File: src/rtl/write_back_reg.sv
// Write-back stage register: picks the result source, extracts and extends load data,
// and drives the register-file write port and the retired-instruction counter.
module write_back_reg #(
   parameter int DATA_W = 32,
   parameter int REG_AW = 5,
   parameter int CNT_W  = 32
) (
   input  logic              clk,
   input  logic              reset,
   input  logic              in_valid,
   input  logic              stall,
   input  logic              flush,
   input  logic [1:0]        wb_sel,
   input  logic [1:0]        load_size,
   input  logic              load_unsigned,
   input  logic [1:0]        byte_off,
   input  logic [DATA_W-1:0] mem_data,
   input  logic [DATA_W-1:0] ex_data,
   input  logic [DATA_W-1:0] link_data,
   input  logic [DATA_W-1:0] imm_data,
   input  logic              reg_write_in,
   input  logic [REG_AW-1:0] rd_in,
   output logic              rf_we,
   output logic [REG_AW-1:0] rf_waddr,
   output logic [DATA_W-1:0] rf_wdata,
   output logic              wb_valid,
   output logic [CNT_W-1:0]  retire_count
);

   function automatic logic [DATA_W-1:0] load_extract(
      input logic [DATA_W-1:0] data,
      input logic [1:0]        size,
      input logic              uns,
      input logic [1:0]        off
   );
      logic [7:0]        byte_s;
      logic [15:0]       half_s;
      logic [DATA_W-1:0] res_s;
      case (off)
         2'd0:    byte_s = data[7:0];
         2'd1:    byte_s = data[15:8];
         2'd2:    byte_s = data[23:16];
         2'd3:    byte_s = data[31:24];
         default: byte_s = data[7:0];
      endcase
      if (off[1]) begin
         half_s = data[31:16];
      end else begin
         half_s = data[15:0];
      end
      // load_size 2'b11 falls into the word path
      case (size)
         2'b01:   res_s = {{(DATA_W-16){half_s[15] & ~uns}}, half_s};
         2'b10:   res_s = {{(DATA_W-8){byte_s[7] & ~uns}}, byte_s};
         default: res_s = data;
      endcase
      return res_s;
   endfunction

   logic              valid_q, valid_d;
   logic              reg_write_q, reg_write_d;
   logic [REG_AW-1:0] rd_q, rd_d;
   logic [DATA_W-1:0] data_q, data_d;
   logic [CNT_W-1:0]  cnt_q, cnt_d;
   logic [DATA_W-1:0] load_s;
   logic [DATA_W-1:0] sel_s;

   // Result source selection, including the extracted load value
   always_comb begin
      load_s = load_extract(mem_data, load_size, load_unsigned, byte_off);
      sel_s  = ex_data;
      case (wb_sel)
         2'b00:   sel_s = ex_data;
         2'b01:   sel_s = load_s;
         2'b10:   sel_s = link_data;
         2'b11:   sel_s = imm_data;
         default: sel_s = ex_data;
      endcase
   end

   // Stage capture: flush beats stall, stall holds, otherwise load the MEM slot
   always_comb begin
      valid_d     = valid_q;
      reg_write_d = reg_write_q;
      rd_d        = rd_q;
      data_d      = data_q;
      if (flush) begin
         valid_d     = 1'b0;
         reg_write_d = 1'b0;
      end else if (stall) begin
         valid_d     = valid_q;
         reg_write_d = reg_write_q;
      end else begin
         valid_d     = in_valid;
         reg_write_d = reg_write_in;
         rd_d        = rd_in;
         data_d      = sel_s;
      end
   end

   // Retire counter: an instruction retires on the edge it leaves an unstalled stage
   always_comb begin
      cnt_d = cnt_q;
      if (valid_q && !stall) begin
         cnt_d = cnt_q + CNT_W'(1);
      end else begin
         cnt_d = cnt_q;
      end
   end

   // Stage and counter state
   always_ff @(posedge clk or posedge reset) begin
      if (reset) begin
         valid_q     <= 1'b0;
         reg_write_q <= 1'b0;
         rd_q        <= {REG_AW{1'b0}};
         data_q      <= {DATA_W{1'b0}};
         cnt_q       <= {CNT_W{1'b0}};
      end else begin
         valid_q     <= valid_d;
         reg_write_q <= reg_write_d;
         rd_q        <= rd_d;
         data_q      <= data_d;
         cnt_q       <= cnt_d;
      end
   end

   // Stall gating keeps a held instruction from writing more than once
   assign rf_we        = valid_q & reg_write_q & (rd_q != {REG_AW{1'b0}}) & ~stall;
   assign rf_waddr     = rd_q;
   assign rf_wdata     = data_q;
   assign wb_valid     = valid_q;
   assign retire_count = cnt_q;

endmodule

File: config.mk
export PLATFORM = sky130hd
export DESIGN_NAME = write_back_reg
export DESIGN_NICKNAME = d
export VERILOG_FILES = /design/src/rtl/write_back_reg.sv
export SDC_FILE = /design/constraint.sdc
export NUM_CORES = 1
export LEC_CHECK = 0
export ABC_AREA = 1
export CAP_MARGIN = 20
export CORE_MARGIN = 3
export CORE_UTILIZATION = 38
export CTS_CLUSTER_DIAMETER = 200
export DETAILED_ROUTE_END_ITERATION = 10
export PLACE_DENSITY_LB_ADDON = 0.3
export SLEW_MARGIN = 20
export SYNTH_ARGS = -nofsm -noshare
export SYNTH_HDL_FRONTEND = slang
export SYNTH_SLANG_ARGS = --single-unit
File: constraint.sdc
create_clock -name clk -period 2.61 [get_ports clk]
set_input_delay 0.261 -clock clk [delete_from_list [all_inputs] [get_ports clk]]
set_output_delay 0.261 -clock clk [all_outputs]
set_load 0.02 [all_outputs]
After elaboration in Yosys (flattened, before gate mapping)
Cells that the tools add are included.

Add/sub/neg operators: 1. Equality and inequality tests: 9. Mux-type cells: 8. Bitwise operators: 8. Reduce and logical (&&, ||, !) cells: 6.

Operators with widths (number): 32-bit case mux with 4 select lines (1); 32-bit case mux with 2 select lines (1); 32-bit by 1-bit adder with 32-bit output, second input constant (1); 8-bit case mux with 4 select lines (1); 16-bit two-way mux (1); 2-bit equality test, second input constant (5); 2-bit by 1-bit equality test with 1-bit output, second input constant (3); 1-bit AND (5); 5-bit nonzero test (1); 2-bit zero test (2); 1-bit two-way mux (4); 1-bit NOT (3); 2-bit by 1-bit inequality test with 1-bit output, second input constant (1); 2-bit AND reduction (1); 1-bit logical AND (1); 1-bit zero test (1).

Register bits after elaboration: 71. Input port bits: 146. Output and inout port bits: 71. Word-level logic and storage cells: 37.

Depth between registers and ports, before layout
Gate-level depths: netlist of run 1.

Depth after elaboration: 5. Depth in mapped cells: 13. Depth with buffers taken out: 11.

Least setup slack after synthesis of run 1
Ideal clock, no wire load.

Kind: reg-to-reg. From: register cnt_q[0], in the netlist retire_count[0]. To: register cnt_q[20], in the netlist retire_count[20]. Library setup time: 0.124 ns. Arrival time: 1.581 ns. Required time: 2.486 ns. Slack: 0.905 ns. Stages on the path, launching flop included: 8. Buffers on the path: 0. Clock period less this slack: 1.705 ns. Cell sequence: dfrtp_1 ha_1 nand3_1 nor2_1 nand2_1 nor3_2 nand3_1 xor2_1.

Cells in the longest elaborated chain, start to end: 1.

Ends and longest elaborated chain: start, declared (line 64) `logic [CNT_W-1:0] cnt_q, cnt_d;`; start signal, assigned (line 118) `cnt_q <= {CNT_W{1'b0}};`; start signal, assigned (line 124) `cnt_q <= cnt_d;`; 32-bit by 1-bit adder with 32-bit output (line 105) `cnt_d = cnt_q + CNT_W'(1);`.

No other way between the ends. A chain may end at the register's enable or synchronous reset.

Worst setup path after layout of run 1
From: input stall. To: output rf_we.

Cells in the longest elaborated chain, start to end: 2.

Ends and longest elaborated chain: start, declared (line 11) `input logic stall,`; 1-bit NOT (no source line); 1-bit AND (line 129) `assign rf_we = valid_q & reg_write_q & (rd_q != {REG_AW{1'b0}}) & ~stall;`; end, declared (line 23) `output logic rf_we,`.

No other way between the ends.

==> reports/qor.yml, run 1 <==
synthesis:
  synth_cells: 838
  synth_area_per_cell_um2: 6.11
  synth_xor_area_frac: 0.0376
  synth.net_count: 987
  synthSimpleGateAreaFrac: 0.414
  synthAdderAreaFrac: 0.00733
  synth-edff-count: 0
  synth_seq_cells: 71
  synth_top_family_by_area: "simple AND/OR/NAND/NOR gates"
  seq_area_frac_synth: 0.347
  synth_compound_area_frac: 0.116
  netlist_area_um2: 5120
  synthArstFlopShare: 1.00
  synthMuxAreaShare: 0
  synth.distinct_cells: 31
  yosysWarnings: 0
  synth_flop_cell: "dfrtp_1"
timing:
  slew_headroom: 0.578
  worst_pin_slew_ps: 628
  fin_tns_setup_ps: 0
  final_hold_viol_count: 0
  drv_slew: 0
  holdWs_ps: 218
  fmax_mhz: 478
  finalCritPeriodShare: 0.802
  setup_viol_count_final: 0
  rsz0062_at_grt: "false"
  fin_crit_ps: 2090
  fin_skew_ps: 9.38
floorplanning:
  die_area_um2: 14900
  io_pins: 217
  coreArea_um2: 12900
  die_height_um: 122
  rows: 41
  start_util: 0.398
  die_w_um: 122
global_routing:
  grt_usage: 0.252
  grt_overflow: 0
  antenna_found_initial: 0
  grt_max_degree: 34
  grt_first_pass_wirelength_um: 29700
  grt_pass1_vias: 5862
layout:
  final_cells: 1227
  final_util: 0.610
  n_antenna_cell: 0
  multi_input_area_um2: 2940
  mostFrequentLayoutCells: "nand2_1 (332), clkdlybuf4s50_1 (216), nor2_1 (142)"
  fin_area_um2: 7860
  layout_commonest_cell: "nand2_1"
  layout-drive-gt1-share: 0.0474
  synthToLayoutAreaGrowth_pct: 53.5
  nNetsFinal: 1199
  regArea_um2: 1780
  fillers: 1276
clock_network:
  clkTransAtPathRegs_ps: 60
  cts_setup_buffers: 0
  ctsRootBufferMaster: "clkbuf_16"
  clkLatencyLatePin_ps: 330
  h-tree-depth: 3
  cts_made_buffers: 9
  cts_hold_buffers: 0
  cts_sinks: 71
  tritoncts: "built"
  post_cts_resize_count: 0
  cts_buffer_depth: 2
run:
  maxCapViolCount: 0
detailed_routing:
  vias: 6056
  dr.pass1.iters: 7
  drc: 0
  postRouteAntennaNets: 0
  drt_iter0_markers: 444
  wl_um: 19000
  vias_per_cell: 4.94
  wl_per_cell_um: 15.4
setup_path:
  r2r-start: "retire_count[0]$_DFFE_PP0P_"
  critical_path_arrival_ps: 1830
  worst-path-buf-inv: 5
  reg2reg_to: "retire_count[26]$_DFFE_PP0P_"
  crit_family: "buffers and inverters"
  required_ps: 2350
  crit_path_top_delay_cell: "clkdlybuf4s50_1"
  r2r_setup_slack_ps: 750
  path_cells: "clkdlybuf4s50_1 -> inv_1 -> nand2_2 -> inv_2 -> o311ai_0 -> inv_1 -> clkdlybuf4s50_1"
  crit_fanout: 10
  r2r_cells: 7
  slowest_delay_ps: 600
  path_class: "input port to primary output"
  setup.worst_path.start_class: "input port"
  endpoint_kind: "primary output"
power_and_ir_drop:
  netSwitchingFraction: 0.312
  p_clk_frac: 0.360
  p_per_area_nw_per_um2: 518
  ir_drop_uv: 325
  p_int_w: 0.00280
  pwr-share-seq: 0.329
  power.switching_w: 0.00127
  leakage_nw: 3.69
  power_frac_comb: 0.310
hold_path:
  min_path_type: "input port to asynchronous set/reset pin"
placement:
  io_buffer_count: 216
  dp_hpwl_um: 15000
  dp.cells: 1211
  placed_cell_area_um2: 7500
  place_congestion: 0.954
outcome:
  run_status: "complete, no violations"
## layer usage
layer / wire [um] / vias up / GRT usage
met5: 0 / - / 0
met4: 457 / 0 / 0.0819
met3: 2000 / 31 / 0.0785
met2: 8470 / 299 / 0.395
met1: 8030 / 2676 / 0.332
li1: - / 3050 / -
## metrics by stage
step / worst slack [ps] / total power, W
6_report: 517 / 0.00407
5_1_grt: 422 / 0.00428
4_1_cts: 496 / 0.00410
3_5_place_dp: 362 / 0.00262
3_3_place_gp: 419 / 0.00261
2_1_floorplan: 552 / 0.00195
## worst max path at each step
stage / start / to / slack [ps] / cells after the start
2_1_floorplan: reset / reg_write_q$_DFFE_PP0P_ / 550 / 1
3_3_place_gp: load_size[0] / rf_wdata[20]$_DFFE_PP0P_ / 420 / 11
3_5_place_dp: load_size[0] / rf_wdata[17]$_DFFE_PP0P_ / 360 / 11
4_1_cts: stall / rf_we / 500 / 7
5_1_grt: stall / rf_we / 420 / 7
6_report: stall / rf_we / 520 / 7
## layout make-up
class,count,area share
clock buffers,10,0.0304
clock inverters,6,0.0148
inverters,69,0.0330
multi-input cells,665,0.375
flip-flops and latches,71,0.226
well taps,172,0.0274
repair buffers,234,0.294
## flip-flops by register name (all words and copies together), names as in the netlist
signal / count
rf_wdata: 32
rf_waddr: 5
reg_write_q: 1
retire_count: 32
wb_valid: 1
## Yosys cell counts (2+ instances only)
cell	instances	share of area
buf_1	3	0.0022
a221oi_1	8	0.014
clkinv_1	2	0.0015
a21oi_1	50	0.049
o21ai_0	45	0.044
o21ai_1	5	0.0049
nor3_1	14	0.014
nor2_2	4	0.0049
inv_1	65	0.048
nand2_1	332	0.24
dfrtp_1	71	0.35
xnor2_1	8	0.014
nand3_4	2	0.0068
inv_2	2	0.0015
nand4_1	6	0.0073
nor2_1	142	0.10
nand3_1	24	0.023
clkbuf_1	23	0.017
ha_1	3	0.0073
buf_2	5	0.0049
xor2_1	14	0.024
## kinds of logic after synthesis
| logic type | after synthesis |
|---|---|
| simple gates | 530 |
| compound gates | 110 |
| buf+inv | 102 |
| flops | 71 |
| xor+xnor | 22 |
| fa+ha+maj | 3 |
## power groups by stage
stage	Sequential, W	Clock [W]	Combinational, W
floorplan	0.00150	0	0.000451
detailed placement	0.00136	0	0.00127
global placement	0.00136	0	0.00125
finish	0.00134	0.00147	0.00127
global route	0.00136	0.00153	0.00138
CTS	0.00134	0.00149	0.00127
Power figures use the tool's default switching activity.
==> run 2, diff against run 1 <==
- clock period: 2.61 -> 1.9 ns (I/O delays scaled with it)
==> run 2 against run 1 <==
Effect of this change: clock skew grew 0.76 ps; core utilization increased by 1.6 points; flip-flop and latch count did not move; register-to-register slack worse by 650 ps; largest power group is now sequential cells; non-clock buffer count up 24.
==> reports/qor.yml, run 2 (same netlist as run 1, synthesis figures left out) <==
layout:
  n_antenna_cell: 0  # unchanged
  regArea_um2: 1780  # unchanged
  synthToLayoutAreaGrowth_pct: 57.4
  fillers: 1215  # -4.8%
  multi_input_area_um2: 2950  # about the same
  nNetsFinal: 1223  # +2.0%
  mostFrequentLayoutCells: "nand2_1 (332), clkdlybuf4s50_1 (215), nor2_1 (141)"
  layout-drive-gt1-share: 0.0695  # +0.0221
  layout_commonest_cell: "nand2_1"
  final_cells: 1251  # +2.0%
setup_path:
  crit_path_frequent_cell: "nand2_1"
  r2r-start: "retire_count[1]$_DFFE_PP0P_"
  crit_path_top_delay_cell: "dfrtp_1"
  setup.worst_path.start_class: "flop"
  required_ps: 2120  # -230 ps
  worst-path-buf-inv: 1  # -4
  reg2reg_to: "retire_count[12]$_DFFE_PP0P_"
  critical_path_arrival_ps: 2020  # +190 ps
  slowest_delay_ps: 410  # -190 ps
  crit_fanout: 4  # -6
  path_cells: "ha_1 -> nand3_1 -> nor2_2 -> nand2_1 -> buf_4 -> nor2_1 -> nand2_1 -> xor2_1"
  path_class: "flop to flop"
  endpoint_kind: "flop"
  crit_family: "simple AND/OR/NAND/NOR gates"
  r2r_cells: 8  # +1
  r2r_setup_slack_ps: 100  # -650 ps
placement:
  io_buffer_count: 216  # unchanged
  pre_cts_ws_ps: -31.1  # -393 ps
  place_congestion: 0.998  # +4.6%
  dp_hpwl_um: 15500  # +3.5%
  dp.cells: 1235  # +2.0%
outcome:
  run_status: "complete, no violations"
clock_network:
  clkTransAtPathRegs_ps: 60  # about the same
  cts_hold_buffers: 0  # unchanged
  cts_made_buffers: 9  # unchanged
  h-tree-depth: 3  # unchanged
  clkLatencyLatePin_ps: 330  # about the same
  ctsRootBufferMaster: "clkbuf_16"
  cts_setup_buffers: 0  # unchanged
  cts_sinks: 71  # unchanged
  cts_buffer_depth: 2  # unchanged
  tritoncts: "built"
timing:
  finalWorstSetupSlack_ps: 101  # -416 ps
  finalCritPeriodShare: 0.947
  worst_pin_slew_ps: 521  # -108 ps
  slew_headroom: 0.652  # +0.0742
  drv_slew: 0  # unchanged
  holdWs_ps: 315  # +97.5 ps
  fin_tns_setup_ps: 0  # unchanged
  final_hold_viol_count: 0  # unchanged
  fmax_mhz: 556
  setup_viol_count_final: 0  # unchanged
  fin_crit_ps: 1800
  fin_skew_ps: 10.1  # +0.757 ps
  rsz0062_at_grt: "false"
global_routing:
  met1_usage: 0.341  # +0.00902
  grt_overflow: 0  # unchanged
  met3_usage: 0.0761  # -0.00232
  grt_first_pass_wirelength_um: 30400  # +2.6%
  grt-busiest-layer: "met2"
  grt_pass1_vias: 6107  # +4.2%
  antenna_found_initial: 0  # unchanged
  grt_util_met2: 0.419  # +0.0235
  grt_usage: 0.261  # +0.00919
  grt_max_degree: 67  # +97%
floorplanning:
  io_pins: 217  # unchanged
  die_area_um2: 14900  # unchanged
  die_w_um: 122  # unchanged
  start_util: 0.398  # unchanged
  die_height_um: 122  # unchanged
  rows: 41  # unchanged
  coreArea_um2: 12900  # unchanged
run:
  maxCapViolCount: 0  # unchanged
detailed_routing:
  wl_per_cell_um: 15.3  # -0.66%
  vias: 6173  # +1.9%
  vias_per_cell: 4.93  # about the same
  drt_iter0_markers: 394  # -11%
  drc: 0  # unchanged
  postRouteAntennaNets: 0  # unchanged
  dr.pass1.iters: 5  # -2
  wl_um: 19200  # +1.3%
power_and_ir_drop:
  pwr-share-seq: 0.341  # +0.012
  power_w: 0.00540  # +33%
  ir_drop_uv: 543  # +67%
  p_per_area_nw_per_um2: 670  # +29%
  leakage_nw: 3.81  # +3.2%
  power.switching_w: 0.00176  # +39%
  netSwitchingFraction: 0.326  # +0.0143
  p_int_w: 0.00364  # +30%
  p_clk_frac: 0.323  # -0.037
  power_frac_comb: 0.336  # +0.026
hold_path:
  min_path_type: "input port to asynchronous set/reset pin"
==> run 2: layout make-up <==
cell class	count	share of cell area
clock buffers	10	0.0296
clock inverters	6	0.00854
inverters	69	0.0326
multi-input cells	665	0.366
flip-flops and latches	71	0.220
well taps	172	0.0267
repair buffers	258	0.317
==> run 2: repair_timing <==
item                                    4_1_cts  5_1_grt
gates resized for setup                       1        1
gates cloned                                  0        0
endpoints found under the setup margin        1        7
==> run 2: per-stage QoR <==
step | area, um2 | utilization
floorplan | 5120 | -
CTS | 8060 | 0.626
global placement | 7750 | 0.602
detailed placement | 7750 | 0.602
finish | 8060 | 0.626
global route | 8060 | 0.626
==> run 2: power groups by stage <==
stage          sequential [W]  clock, W  combinational, W
5_1_grt               0.00187   0.00184           0.00198
3_3_place_gp          0.00186         0           0.00181
6_report              0.00184   0.00174           0.00181
4_1_cts               0.00184   0.00177           0.00182
3_5_place_dp          0.00186         0           0.00182
2_1_floorplan         0.00207         0          0.000620
==> run 2: how the worst max path moves through the flow <==
stage                     slack, ps                            to  cells after the start                        start
after floorplan                 190  retire_count[20]$_DFFE_PP0P_                      7  retire_count[0]$_DFFE_PP0P_
after global placement          -10      rf_wdata[14]$_DFFE_PP0P_                      9                    wb_sel[1]
after detailed placement        -30      rf_wdata[14]$_DFFE_PP0P_                      9                    wb_sel[1]
after CTS                        20  retire_count[12]$_DFFE_PP0P_                      8  retire_count[1]$_DFFE_PP0P_
after global routing              1  retire_count[14]$_DFFE_PP0P_                      8  retire_count[1]$_DFFE_PP0P_
final                           100  retire_count[12]$_DFFE_PP0P_                      8  retire_count[1]$_DFFE_PP0P_
==> run 2: layer usage <==
layer  part of all wire  vias to the layer above
li1                   -                     3100
met1               0.42                     2763
met2               0.45                      277
met3               0.10                       33
met4              0.025                        0
met5                  0                        -
==> run 3, diff against run 2 <==
- CORE_ASPECT_RATIO: default -> 0.8
==> run 3 against run 2 <==
Effect of this change: final cell count up 1.4%; sequential power about the same; non-clock buffer count up 15; highest routed layer unchanged; clock power down 3%; global-route usage about the same; via count up 1.4%; worst setup slack better by 97 ps; total power down 0.25%; clock skew down 3.5 ps; core utilization up 0.25 points; hold slack worse by 140 ps; die area about the same.
==> reports/qor.yml, run 3 (same netlist as run 1, synthesis figures left out) <==
outcome:
  run_status: "complete, no violations"
detailed_routing:
  postRouteAntennaNets: 0  # unchanged
  vias: 6260  # +1.4%
  drt_iter0_markers: 547  # +39%
  vias_per_cell: 4.93  # about the same
  dr.pass1.iters: 5  # unchanged
  wl_um: 19600  # +1.8%
  wl_per_cell_um: 15.4  # +0.38%
  drc: 0  # unchanged
layout:
  final_cells: 1269  # +1.4%
  nNetsFinal: 1238  # +1.2%
  final_util: 0.628  # +0.00247
  n_antenna_cell: 0  # unchanged
  fin_area_um2: 8180  # +1.4%
  synthToLayoutAreaGrowth_pct: 59.6
  regArea_um2: 1780  # unchanged
  multi_input_area_um2: 2940  # about the same
  mostFrequentLayoutCells: "nand2_1 (332), clkdlybuf4s50_1 (215), nor2_1 (142)"
  layout-drive-gt1-share: 0.0804  # +0.0109
  layout_commonest_cell: "nand2_1"
  fillers: 1233  # +1.5%
setup_path:
  r2r_setup_slack_ps: 200  # +100 ps
  r2r-start: "retire_count[19]$_DFFE_PP0P_"
  critical_path_arrival_ps: 1510  # -510 ps
  path_class: "flop to primary output"
  r2r_cells: 9  # +1
  required_ps: 1710  # -410 ps
  crit_fanout: 2  # -2
  reg2reg_to: "retire_count[29]$_DFFE_PP0P_"
  path_cells: "inv_1 -> nand3_1 -> o311ai_0 -> inv_1 -> dlygate4sd2_1"
  endpoint_kind: "primary output"
  setup.worst_path.start_class: "flop"
  crit_path_frequent_cell: "inv_1"
  slowest_delay_ps: 370  # -40 ps
  crit_path_top_delay_cell: "dfrtp_1"
global_routing:
  grt_first_pass_wirelength_um: 30400  # -0.25%
  grt_overflow: 0  # unchanged
  antenna_found_initial: 0  # unchanged
  grt_pass1_vias: 5870  # -3.9%
  grt_max_degree: 40  # -40%
  grt_usage: 0.262  # +0.000287
floorplanning:
  die_w_um: 136  # +11%
  io_pins: 217  # unchanged
  rows: 37  # -9.8%
  die_area_um2: 14900  # about the same
  die_height_um: 110  # -10%
  coreArea_um2: 13000  # +1.0%
  start_util: 0.394  # -0.00405
power_and_ir_drop:
  ir_drop_uv: 461  # -15%
  power_w: 0.00539  # -0.25%
  p_per_area_nw_per_um2: 659  # -1.7%
  leakage_nw: 3.88  # +1.8%
clock_network:
  cts_hold_buffers: 0  # unchanged
  ctsRootBufferMaster: "clkbuf_16"
  tritoncts: "built"
  clkTransAtPathRegs_ps: 60  # about the same
  cts_made_buffers: 9  # unchanged
  h-tree-depth: 3  # unchanged
  cts_buffer_depth: 2  # unchanged
  cts_sinks: 71  # unchanged
  clkLatencyLatePin_ps: 330  # about the same
placement:
  io_buffer_count: 216  # unchanged
  dp_hpwl_um: 15700  # +1.1%
  pre_cts_ws_ps: -43.7  # -12.6 ps
  placed_cell_area_um2: 7880  # +1.7%
  dp.cells: 1253  # +1.5%
  place_congestion: 0.997  # -0.10%
timing:
  setup_viol_count_final: 0  # unchanged
  fmax_mhz: 588  # +5.7%
  finalWorstSetupSlack_ps: 199  # +97.4 ps
  fin_crit_ps: 1700  # -97.4 ps
  slew_headroom: 0.691  # +0.0387
  rsz0062_at_grt: "false"
  fin_skew_ps: 6.65  # -3.49 ps
  finalCritPeriodShare: 0.895  # -0.0513
  final_hold_viol_count: 0  # unchanged
  drv_slew: 0  # unchanged
  worst_pin_slew_ps: 460  # -60.5 ps
hold_path:
  min_path_type: "input port to asynchronous set/reset pin"
run:
  maxCapViolCount: 0  # unchanged
-- run 3: timing repair --
action                                  4_1_cts  5_1_grt
setup buffers                                 0        0
endpoints found under the setup margin        1        0
resized for setup                             1        0
-- run 3: stage by stage --
step / hold WS, ps / setup TNS, ps
finish: 177 / 0
global route: 195 / 0
CTS: 171 / 0
detailed placement: 464 / -195
global placement: 462 / -6.00
floorplan: 307 / 0
-- run 3: layer usage --
layer  track usage  share of wire
met1         0.369           0.46
met2         0.408           0.43
met3        0.0631           0.10
met5             0              0
met4        0.0590          0.016
-- run 3: power by group --
part | switching, W | internal [W]
logic | 0.000946 | 0.000918
registers | 0.000138 | 0.00169
clock network | 0.000667 | 0.00102
-- run 3: layout make-up --
type                    instances  share of cell area
multi-input cells             665               0.360
well taps                     175              0.0268
inverters                      69              0.0321
repair buffers                273               0.327
flip-flops and latches         71               0.217
clock inverters                 6             0.00826
clock buffers                  10              0.0280
-- run 3: worst max path at each step --
stage / start / to / cells past startpoint
CTS: rf_waddr[4]$_DFFE_PP0P_ / rf_we / 5
detailed placement: load_size[0] / rf_wdata[19]$_DFFE_PP0P_ / 12
global route: retire_count[18]$_DFFE_PP0P_ / retire_count[29]$_DFFE_PP0P_ / 9
global placement: load_size[0] / rf_wdata[20]$_DFFE_PP0P_ / 12
floorplan: retire_count[0]$_DFFE_PP0P_ / retire_count[20]$_DFFE_PP0P_ / 7
finish: rf_waddr[4]$_DFFE_PP0P_ / rf_we / 5
-- run 3: critical path, delay by kind of cell (launching register included) --
family          cells  cell delay (ps)
simple gates        1               80
compound gates      1              270
buf+inv             3              460
flops               1              370
